## config.mk

```make
export PLATFORM = sky130hd
export DESIGN_NAME = lock_ctrl
export DESIGN_NICKNAME = d
export VERILOG_FILES = /design/src/rtl/lock_ctrl.sv
export SDC_FILE = /design/constraint.sdc
export NUM_CORES = 1
export LEC_CHECK = 0
export CELL_PAD_IN_SITES_DETAIL_PLACEMENT = 0
export CELL_PAD_IN_SITES_GLOBAL_PLACEMENT = 2
export CORE_UTILIZATION = 33
export CTS_BUF_LIST = sky130_fd_sc_hd__clkbuf_8
export DETAILED_ROUTE_END_ITERATION = 6
export PLACE_DENSITY_LB_ADDON = 0.25
export SYNTH_ARGS = -nofsm -noshare
export SYNTH_HDL_FRONTEND = slang
export SYNTH_SLANG_ARGS = --single-unit
export TNS_END_PERCENT = 30
```

## constraint.sdc

```tcl
create_clock -name clk -period 2 [get_ports clk]
set_clock_uncertainty 0.15 [all_clocks]
set_input_delay 0.5 -clock clk [delete_from_list [all_inputs] [get_ports clk]]
set_output_delay 0.5 -clock clk [all_outputs]
set_load 0.005 [all_outputs]
```

## src/rtl/lock_ctrl.sv

```systemverilog
// Keypad lock controller: opens on a correct entry, and locks out with an alarm after too many wrong entries.
// Latency: unlocked/alarm/fail_cnt change on the clock edge after the press-edge cycle.
// Backpressure: none; every press edge is acted on or ignored in the cycle it occurs.
//
// Ports:
//   clk       system clock; all state changes on its rising edge
//   rst_n     asynchronous active-low reset
//   keypress  keypad key level; a press is its 0->1 transition
//   res       password-match result, sampled only in the press-edge cycle
//   unlocked  high while the lock is open
//   alarm     high during lockout
//   fail_cnt  number of consecutive wrong entries (saturates at MAX_FAIL)
module lock_ctrl #(
    parameter int UNLOCK_CYCLES  = 16,  // 1..255
    parameter int LOCKOUT_CYCLES = 32,  // 1..255
    parameter int MAX_FAIL       = 3    // 1..3
) (
    input  logic       clk,
    input  logic       rst_n,
    input  logic       keypress,
    input  logic       res,
    output logic       unlocked,
    output logic       alarm,
    output logic [1:0] fail_cnt
);

    typedef enum logic [1:0] {
        LOCKED  = 2'd0,
        OPEN    = 2'd1,
        LOCKOUT = 2'd2
    } state_t;

    localparam logic [7:0] UNLOCK_LOAD  = 8'(UNLOCK_CYCLES - 1);
    localparam logic [7:0] LOCKOUT_LOAD = 8'(LOCKOUT_CYCLES - 1);
    localparam logic [2:0] MAX_FAIL_W   = 3'(MAX_FAIL);
    localparam logic [1:0] MAX_FAIL_SAT = 2'(MAX_FAIL);

    state_t     state;
    state_t     state_nxt;
    logic [7:0] timer;
    logic [7:0] timer_nxt;
    logic [1:0] fail_cnt_nxt;
    logic       keypress_d;
    logic       press_edge;
    logic [2:0] fail_inc;

    assign press_edge = keypress & ~keypress_d;
    // One bit wider than fail_cnt so the compare against MAX_FAIL cannot wrap.
    assign fail_inc   = {1'b0, fail_cnt} + 3'd1;

    always_comb begin
        state_nxt    = state;
        timer_nxt    = timer;
        fail_cnt_nxt = fail_cnt;
        case (state)
            LOCKED: begin
                if (press_edge) begin
                    if (res) begin
                        state_nxt    = OPEN;
                        fail_cnt_nxt = 2'd0;
                        timer_nxt    = UNLOCK_LOAD;
                    end else if (fail_inc < MAX_FAIL_W) begin
                        fail_cnt_nxt = fail_inc[1:0];
                    end else begin
                        state_nxt    = LOCKOUT;
                        fail_cnt_nxt = MAX_FAIL_SAT;
                        timer_nxt    = LOCKOUT_LOAD;
                    end
                end
            end
            OPEN: begin
                // Any press while open relocks at once, whatever the match result.
                if (press_edge || timer == 8'd0) begin
                    state_nxt = LOCKED;
                    timer_nxt = 8'd0;
                end else begin
                    timer_nxt = timer - 8'd1;
                end
            end
            LOCKOUT: begin
                // Presses are deliberately ignored; only the timer ends lockout.
                if (timer == 8'd0) begin
                    state_nxt    = LOCKED;
                    fail_cnt_nxt = 2'd0;
                end else begin
                    timer_nxt = timer - 8'd1;
                end
            end
            default: begin
                state_nxt    = LOCKED;
                timer_nxt    = 8'd0;
                fail_cnt_nxt = 2'd0;
            end
        endcase
    end

    always_ff @(posedge clk or negedge rst_n) begin
        if (!rst_n) begin
            state      <= LOCKED;
            timer      <= 8'd0;
            fail_cnt   <= 2'd0;
            // Reset to 1 so a key held through reset release is not seen as a press.
            keypress_d <= 1'b1;
            unlocked   <= 1'b0;
            alarm      <= 1'b0;
        end else begin
            state      <= state_nxt;
            timer      <= timer_nxt;
            fail_cnt   <= fail_cnt_nxt;
            keypress_d <= keypress;
            // Flopped copies of the state decode, so they always track the state register.
            unlocked   <= (state_nxt == OPEN);
            alarm      <= (state_nxt == LOCKOUT);
        end
    end

endmodule

```

==> impl_metrics.csv, run 1 <==
group,metric,value,unit
place,dp_hpwl,1650,um
critical_path,rrSetupSlack,0.09,ns
critical_path,crit_type,"in -> reg",
detailed_routing,first_pass_iters,4,
global_routing,grt_max_degree,11,
clocking,cts_tree,"yes",
synth,synth_common_cells,"14 x dfrtp_1, 9 x a21oi_1, 8 x nor2_1, 6 x nand2_1, 5 x inv_1",
detailed_routing,drc,0,
synth,async_flop_share,100,%
timing,fin_tns_setup,0,ns
synth,netlist.area_leader.share,40.0,%
timing,fmax,518,MHz
global_routing,grt_usage,17.7,%
timing,finalSetupViolCount,0,
critical_path,arrival,1.96,ns
critical_path,crit_slowest_cell,"or4_1",
synth,synth.most_common_cell,"dfrtp_1",
timing,tightestPinTransition,0.397,ns
timing,finalHoldViolCount,0,
place,port_buffers,7,
timing,setup_ws,0.0693,ns
synth,syn_area_per_cell,9.73,um^2
clocking,clkLatencyLatePin,0.26,ns
floorplan,die_h,53.5,um
synth,synth.distinct_cells,36,
critical_path,r2r_start,"timer[1]$_DFFE_PN0P_",
global_routing,overflow,0,
detailed_routing,wl,2150,um
global_routing,grt_pass1_wl,3510,um
global_routing,grt_pass1_vias,784,
synth,synth.area.top_cells,"dfrtp_1 40%, a21oi_1 5.1%, nor2_1 3.4%, o31ai_1 3.4%, dfstp_2 3.0%",
global_routing,antenna_found_initial,0,
place,place_ws,-0.224,ns
clocking,cts_buffers,3,
critical_path,worst_r2r_path_depth,7,
place,placed_area,1080,um^2
detailed_routing,drt-initial-drc-count,10,
timing,maxSlewViolCount,0,
timing,timing.final.crit_share,96.5,%
synth,synth_area,876,um^2
final_layout,diodes,0,
synth,ys.flop_type,"dfrtp_1",
critical_path,worstPathCellList,"clkdlybuf4s50_1, nand2b_1, o21a_2, or4_1, a21oi_1",
timing,whs,0.379,ns
timing,slew_headroom,73.5,%
clocking,cts_buffer_depth,2,
detailed_routing,vias_per_cell,5.42,
power_and_ir_drop,peakVddDrop,608,uV
synth,ys_seq_area_share,43.0,%
floorplan,die_w,53.5,um
synth,ys_warn_count,0,
detailed_routing,wire_per_inst,14.8,um
synth,postSynthCellCount,90,
place,routabilityCongestion,0.802,
critical_path,rr_endpoint,"fail_cnt[0]$_DFFE_PN0P_",
final_layout,final_cell_area,1140,um^2
min_path,hold_class,"in -> async",
floorplan,row_count,18,
critical_path,critPathLaunchType,"primary input",
synth,synth_edf_count,0,
critical_path,required,2.03,ns
power_and_ir_drop,power_density,1380,nW/um^2
synth,yosys.area.top_type,"dfrtp_1",
clocking,clk_pin_slew,0.07,ns
synth,ys_ff_latch,15,
critical_path,critPathCaptureType,"register",
final_layout,syn_to_final_growth,30.3,%
floorplan,start_util,35.0,%
clocking,htreeDepth,1,
clocking,clock-sinks,15,
synth,syn-num-nets,96,
detailed_routing,routed-via-count,786,
floorplan,ioPinCount,8,
floorplan,die-area,2860,um^2
detailed_routing,antenna_left,0,
final_layout,drive_gt1_share,28.7,%
timing,final.min_clock_period,1.93,ns
outcome,status,"finished clean",
job,max-cap-violations,0,
floorplan,core-area,2500,um^2
final_layout,final_net_count,122,
critical_path,max_stage_delay,0.51,ns
power_and_ir_drop,p_leak,0.483,nW
clocking,cts-root-buf,"clkbuf_8",
critical_path,path_max_fanout,6,
## flip-flops by register name, summed over array words and instances, names as in the netlist
register	count
unlocked	1
state	2
alarm	1
timer	8
fail_cnt	2
keypress_d	1
## per-stage QoR
step / utilization [%] / power [W] / std cells
3_3_place_gp: 43.3 / 0.00129 / 141
3_5_place_dp: 43.3 / 0.00130 / 141
5_1_grt: 45.6 / 0.00170 / 145
6_report: 45.6 / 0.00157 / 145
4_1_cts: 45.2 / 0.00157 / 145
2_1_floorplan: - / 0.000970 / 90
## per-layer routing
layer	vias to the layer above	global-route usage (%)	part of all wire, %
li1	392	-	-
met1	375	23.5	50
met2	14	26.9	44
met3	5	2.59	3.0
met4	0	10.5	2.5
met5	-	0	0
## cell usage in the layout, fill, tap and decap left out, drive strengths merged
master         netlist  final
o221ai               1      1
nand2                6      6
a2111oi              1      1
a32oi                1      1
mux2                 1      1
xor2                 2      2
nand2b               2      2
a21o                 1      1
dfrtp               14     14
or4                  3      3
nor2                 9      9
o31ai                4      4
ha                   2      2
clkdlybuf4s50        0      7
a211oi               2      2
a22oi                1      1
nor4b                1      1
o21a                 1      1
and3                 1      1
o21ai                3      3
clkinv               0      1
buf                  3     17
mux2i                1      1
clkbuf               0      3
o221a                2      2
a21oi                9      9
nor3                 2      2
nand3b               1      1
nor2b                2      2
nand3                4      4
a32o                 1      1
inv                  5      5
o2bb2ai              2      2
dfstp                1      1
o22a                 1      1
## area by class of cell
| class | count | area (um^2) |
|---|---|---|
| tap | 30 | 37.5 |
| multi-input combinational | 67 | 464 |
| clock buffer | 3 | 41.3 |
| inverter | 5 | 18.8 |
| sequential | 15 | 377 |
| timing repair buffer | 24 | 198 |
| clock inverter | 1 | 5.00 |
| fill | 239 | 1360 |
## cell families after synthesis
kind of cell	Yosys count	synth area share [%]
DFF	15	43.0
AOI/OAI and AO/OA	30	25.0
xor gates and xnor gates	2	2.00
muxes	2	2.43
and+or+nand+nor	31	19.4
buffers and inverters	8	5.29
adders and majority gates	2	2.86
## worst max-delay path: cells and delay by family
| kind | cells | cell delay, ns |
|---|---|---|
| simple gates | 2 | 0.58 |
| compound gates | 2 | 0.40 |
| buf+inv | 1 | 0.48 |
## worst max path at each step
stage                                     from                      end  slack [ns]  cells past startpoint
after global placement                keypress     timer[6]$_DFFE_PN0P_       -0.18                      5
after global routing      timer[1]$_DFFE_PN0P_  fail_cnt[0]$_DFFE_PN0P_      -0.001                      7
final                                 keypress     timer[6]$_DFFE_PN0P_        0.07                      5
after detailed placement              keypress     timer[6]$_DFFE_PN0P_       -0.22                      5
after CTS                 timer[1]$_DFFE_PN0P_  fail_cnt[0]$_DFFE_PN0P_       0.005                      7
after floorplan           timer[0]$_DFFE_PN0P_  fail_cnt[0]$_DFFE_PN0P_        0.08                      6
## what timing repair did
action | 4_1_cts | 5_1_grt
gates resized for setup | 0 | 5
buffers inserted | 0 | 0
hold buffers | 0 | 0
endpoints found under the setup margin | 0 | 6
## report_power, final
group	leakage (nW)	internal, W	switching (W)
clock	0.0255	0.000139	0.000123
sequential	0.187	0.000407	0.000113
combinational	0.270	0.000414	0.000379
Power figures use the tool's default switching activity.
==> inputs of run 2 (changes only) <==
--- a/config.mk
+++ b/config.mk
@@ -5,9 +5,11 @@
 export SDC_FILE = /design/constraint.sdc
 export NUM_CORES = 1
 export LEC_CHECK = 0
+export ABC_AREA = 1
 export CELL_PAD_IN_SITES_DETAIL_PLACEMENT = 0
 export CELL_PAD_IN_SITES_GLOBAL_PLACEMENT = 2
-export CORE_UTILIZATION = 33
+export CORE_ASPECT_RATIO = 0.6
+export CORE_UTILIZATION = 31
 export CTS_BUF_LIST = sky130_fd_sc_hd__clkbuf_8
 export DETAILED_ROUTE_END_ITERATION = 6
 export PLACE_DENSITY_LB_ADDON = 0.25
==> impl_metrics.csv, run 2 <==
group,metric,value,unit
outcome,status,"finished clean",
floorplan,row_count,14,
synth,ys.flop_type,"dfrtp_1",
critical_path,path_buf_inv,1,
critical_path,max_stage_delay,0.52,ns
floorplan,die-area,3090,um^2
detailed_routing,drc,0,
final_layout,diodes,0,
job,max-cap-violations,0,
power_and_ir_drop,total_power,0.000575,W
place,numPlacedInstances,155,
critical_path,critPathTopFamily,"buffers and inverters",
final_layout,largest_reg_flops,8,
clocking,cts_hold_buf,0,
synth,ys_warn_count,0,
floorplan,start_util,34.0,%
min_path,hold_class,"in -> async",
floorplan,die_w,71.1,um
global_routing,antenna_found_initial,0,
clocking,clkLatencyLatePin,0.25,ns
timing,timing.final.crit_share,91.0,%
synth,postSynthCellCount,115,
global_routing,grt_usage,16.0,%
synth,syn_area_per_cell,7.71,um^2
critical_path,required,1.35,ns
place,port_buffers,7,
synth,syn-num-nets,121,
global_routing,grt_max_degree,10,
floorplan,die_h,43.4,um
critical_path,path_max_fanout,4,
clocking,cts_buffers,3,
detailed_routing,routed-via-count,718,
synth,async_flop_share,100,%
final_layout,syn_to_final_growth,19.5,%
synth,ys_seq_area_share,42.5,%
global_routing,grt_pass1_wl,3580,um
detailed_routing,wire_per_inst,12.2,um
synth,synth.area.top_cells,"dfrtp_1 39%, nand2_1 13%, o21ai_2 5.9%, inv_1 5.5%, nor2_1 5.5%",
critical_path,crit_slowest_cell,"clkdlybuf4s50_1",
final_layout,largestRegisters,"timer x8, fail_cnt x2, state x2",
power_and_ir_drop,peakVddDrop,214,uV
detailed_routing,drt-initial-drc-count,34,
synth,yosys.area.top_type,"dfrtp_1",
timing,maxSlewViolCount,0,
critical_path,critPathLaunchType,"register",
critical_path,critPathCaptureType,"output port",
floorplan,core-area,2610,um^2
timing,fmax,550,MHz
clocking,cts_tree,"yes",
critical_path,arrival,1.17,ns
detailed_routing,antenna_left,0,
place,dp_hpwl,1590,um
clocking,cts_buffer_depth,2,
synth,synth.distinct_cells,22,
synth,netlist.area_leader.share,39.5,%
final_layout,final_net_count,134,
timing,slew_headroom,70.5,%
clocking,clock-sinks,15,
critical_path,worstPathCellList,"clkdlybuf4s50_1",
synth,synth_common_cells,"31 x nand2_1, 14 x dfrtp_1, 13 x inv_1, 13 x nor2_1",
power_and_ir_drop,p_leak,0.540,nW
clocking,cts-root-buf,"clkbuf_8",
timing,finalSetupViolCount,0,
floorplan,ioPinCount,8,
global_routing,grt_pass1_vias,704,
synth,ys_ff_latch,15,
timing,tightestPinTransition,0.441,ns
synth,synth_area,887,um^2
final_layout,largest-register,"timer",
clocking,cts_setup_buffers,0,
timing,finalHoldViolCount,0,
final_layout,drive_gt1_share,21.3,%
global_routing,overflow,0,
final_layout,fin_cells,159,
detailed_routing,first_pass_iters,4,
final_layout,final_cell_mix,"31 x nand2_1, 14 x dfrtp_1, 13 x inv_1, 13 x nor2_1, 7 x clkdlybuf4s50_1",
detailed_routing,vias_per_cell,4.52,
synth,synth_edf_count,0,
timing,rsz0062_at_grt,"false",
synth,synth.most_common_cell,"nand2_1",
timing,final.min_clock_period,1.82,ns
clocking,clk_pin_slew,0.07,ns
clocking,htreeDepth,1,
critical_path,crit_type,"reg -> out",
power_and_ir_drop,power_density,542,nW/um^2
detailed_routing,wl,1950,um
final_layout,layout_commonest_cell,"nand2_1",
place,routabilityCongestion,0.786,
run 2: layer usage:
layer | GRT usage [%] | vias to the layer above | routed length [um]
li1 | - | 386 | -
met2 | 21.9 | 14 | 731
met3 | 5.58 | 2 | 77
met1 | 23.9 | 316 | 1120
met4 | 3.60 | 0 | 15
met5 | 0 | - | 0
run 2: power by group:
group | switching [W] | internal [W] | leakage, nW | total [W]
Combinational | 0.0000114 | 0.00000731 | 0.349 | 0.0000187
Clock | 0.000113 | 0.000138 | 0.0255 | 0.000251
Sequential | 0.000000205 | 0.000305 | 0.166 | 0.000305
run 2: repair_timing:
item                       in CTS  in global routing
gates resized for setup         0                  0
setup endpoints to repair       0                  1
hold endpoints to repair        0                  0
run 2: metrics by stage:
stage | hold WS, ns | TNS [ns] | area (um^2) | util (%) | setup WS [ns]
after detailed placement | 0.419 | -0.00113 | 1010 | 38.8 | -0.00113
after global placement | 0.411 | 0 | 1010 | 38.8 | 0.0321
final | 0.406 | 0 | 1060 | 40.6 | 0.180
after global routing | 0.431 | 0 | 1060 | 40.6 | 0.0163
after floorplan | 0.0544 | 0 | 887 | - | 0.465
after CTS | 0.424 | 0 | 1060 | 40.6 | 0.174
run 2: worst paths after layout:
path | startpoint | to | slack [ns] | cells after the start
max | fail_cnt[1]$_DFFE_PN0P_ | fail_cnt[1] | 0.18 | 1
max in group asynchronous | rst_n | timer[4]$_DFFE_PN0P_ | 0.82 | 2
min reg2reg | timer[1]$_DFFE_PN0P_ | timer[1]$_DFFE_PN0P_ | 0.43 | 2
min in group clk | timer[1]$_DFFE_PN0P_ | timer[1]$_DFFE_PN0P_ | 0.43 | 2
max reg2reg | timer[0]$_DFFE_PN0P_ | timer[7]$_DFFE_PN0P_ | 0.27 | 7
min | rst_n | state[0]$_DFF_PN0_ | 0.41 | 1
run 2: kinds of logic (layout without fill, tap and decap cells):
logic type	Yosys count	in the layout	synth area share, %
and+or+nand+nor	60	60	29.8
buffers and inverters	20	32	9.31
AOI/OAI and AO/OA	15	15	12.7
DFF	15	15	42.5
xor gates and xnor gates	3	3	2.96
adders and majority gates	2	2	2.82
run 2: cell type report:
cell class	instances	area (um^2)
Clock inverter	1	5.00
Multi-Input combinational cell	80	428
Timing Repair Buffer	9	97.6
Tap cell	32	40.0
Sequential cell	15	377
Inverter	19	71.3
Fill cell	275	1550
Clock buffer	3	41.3
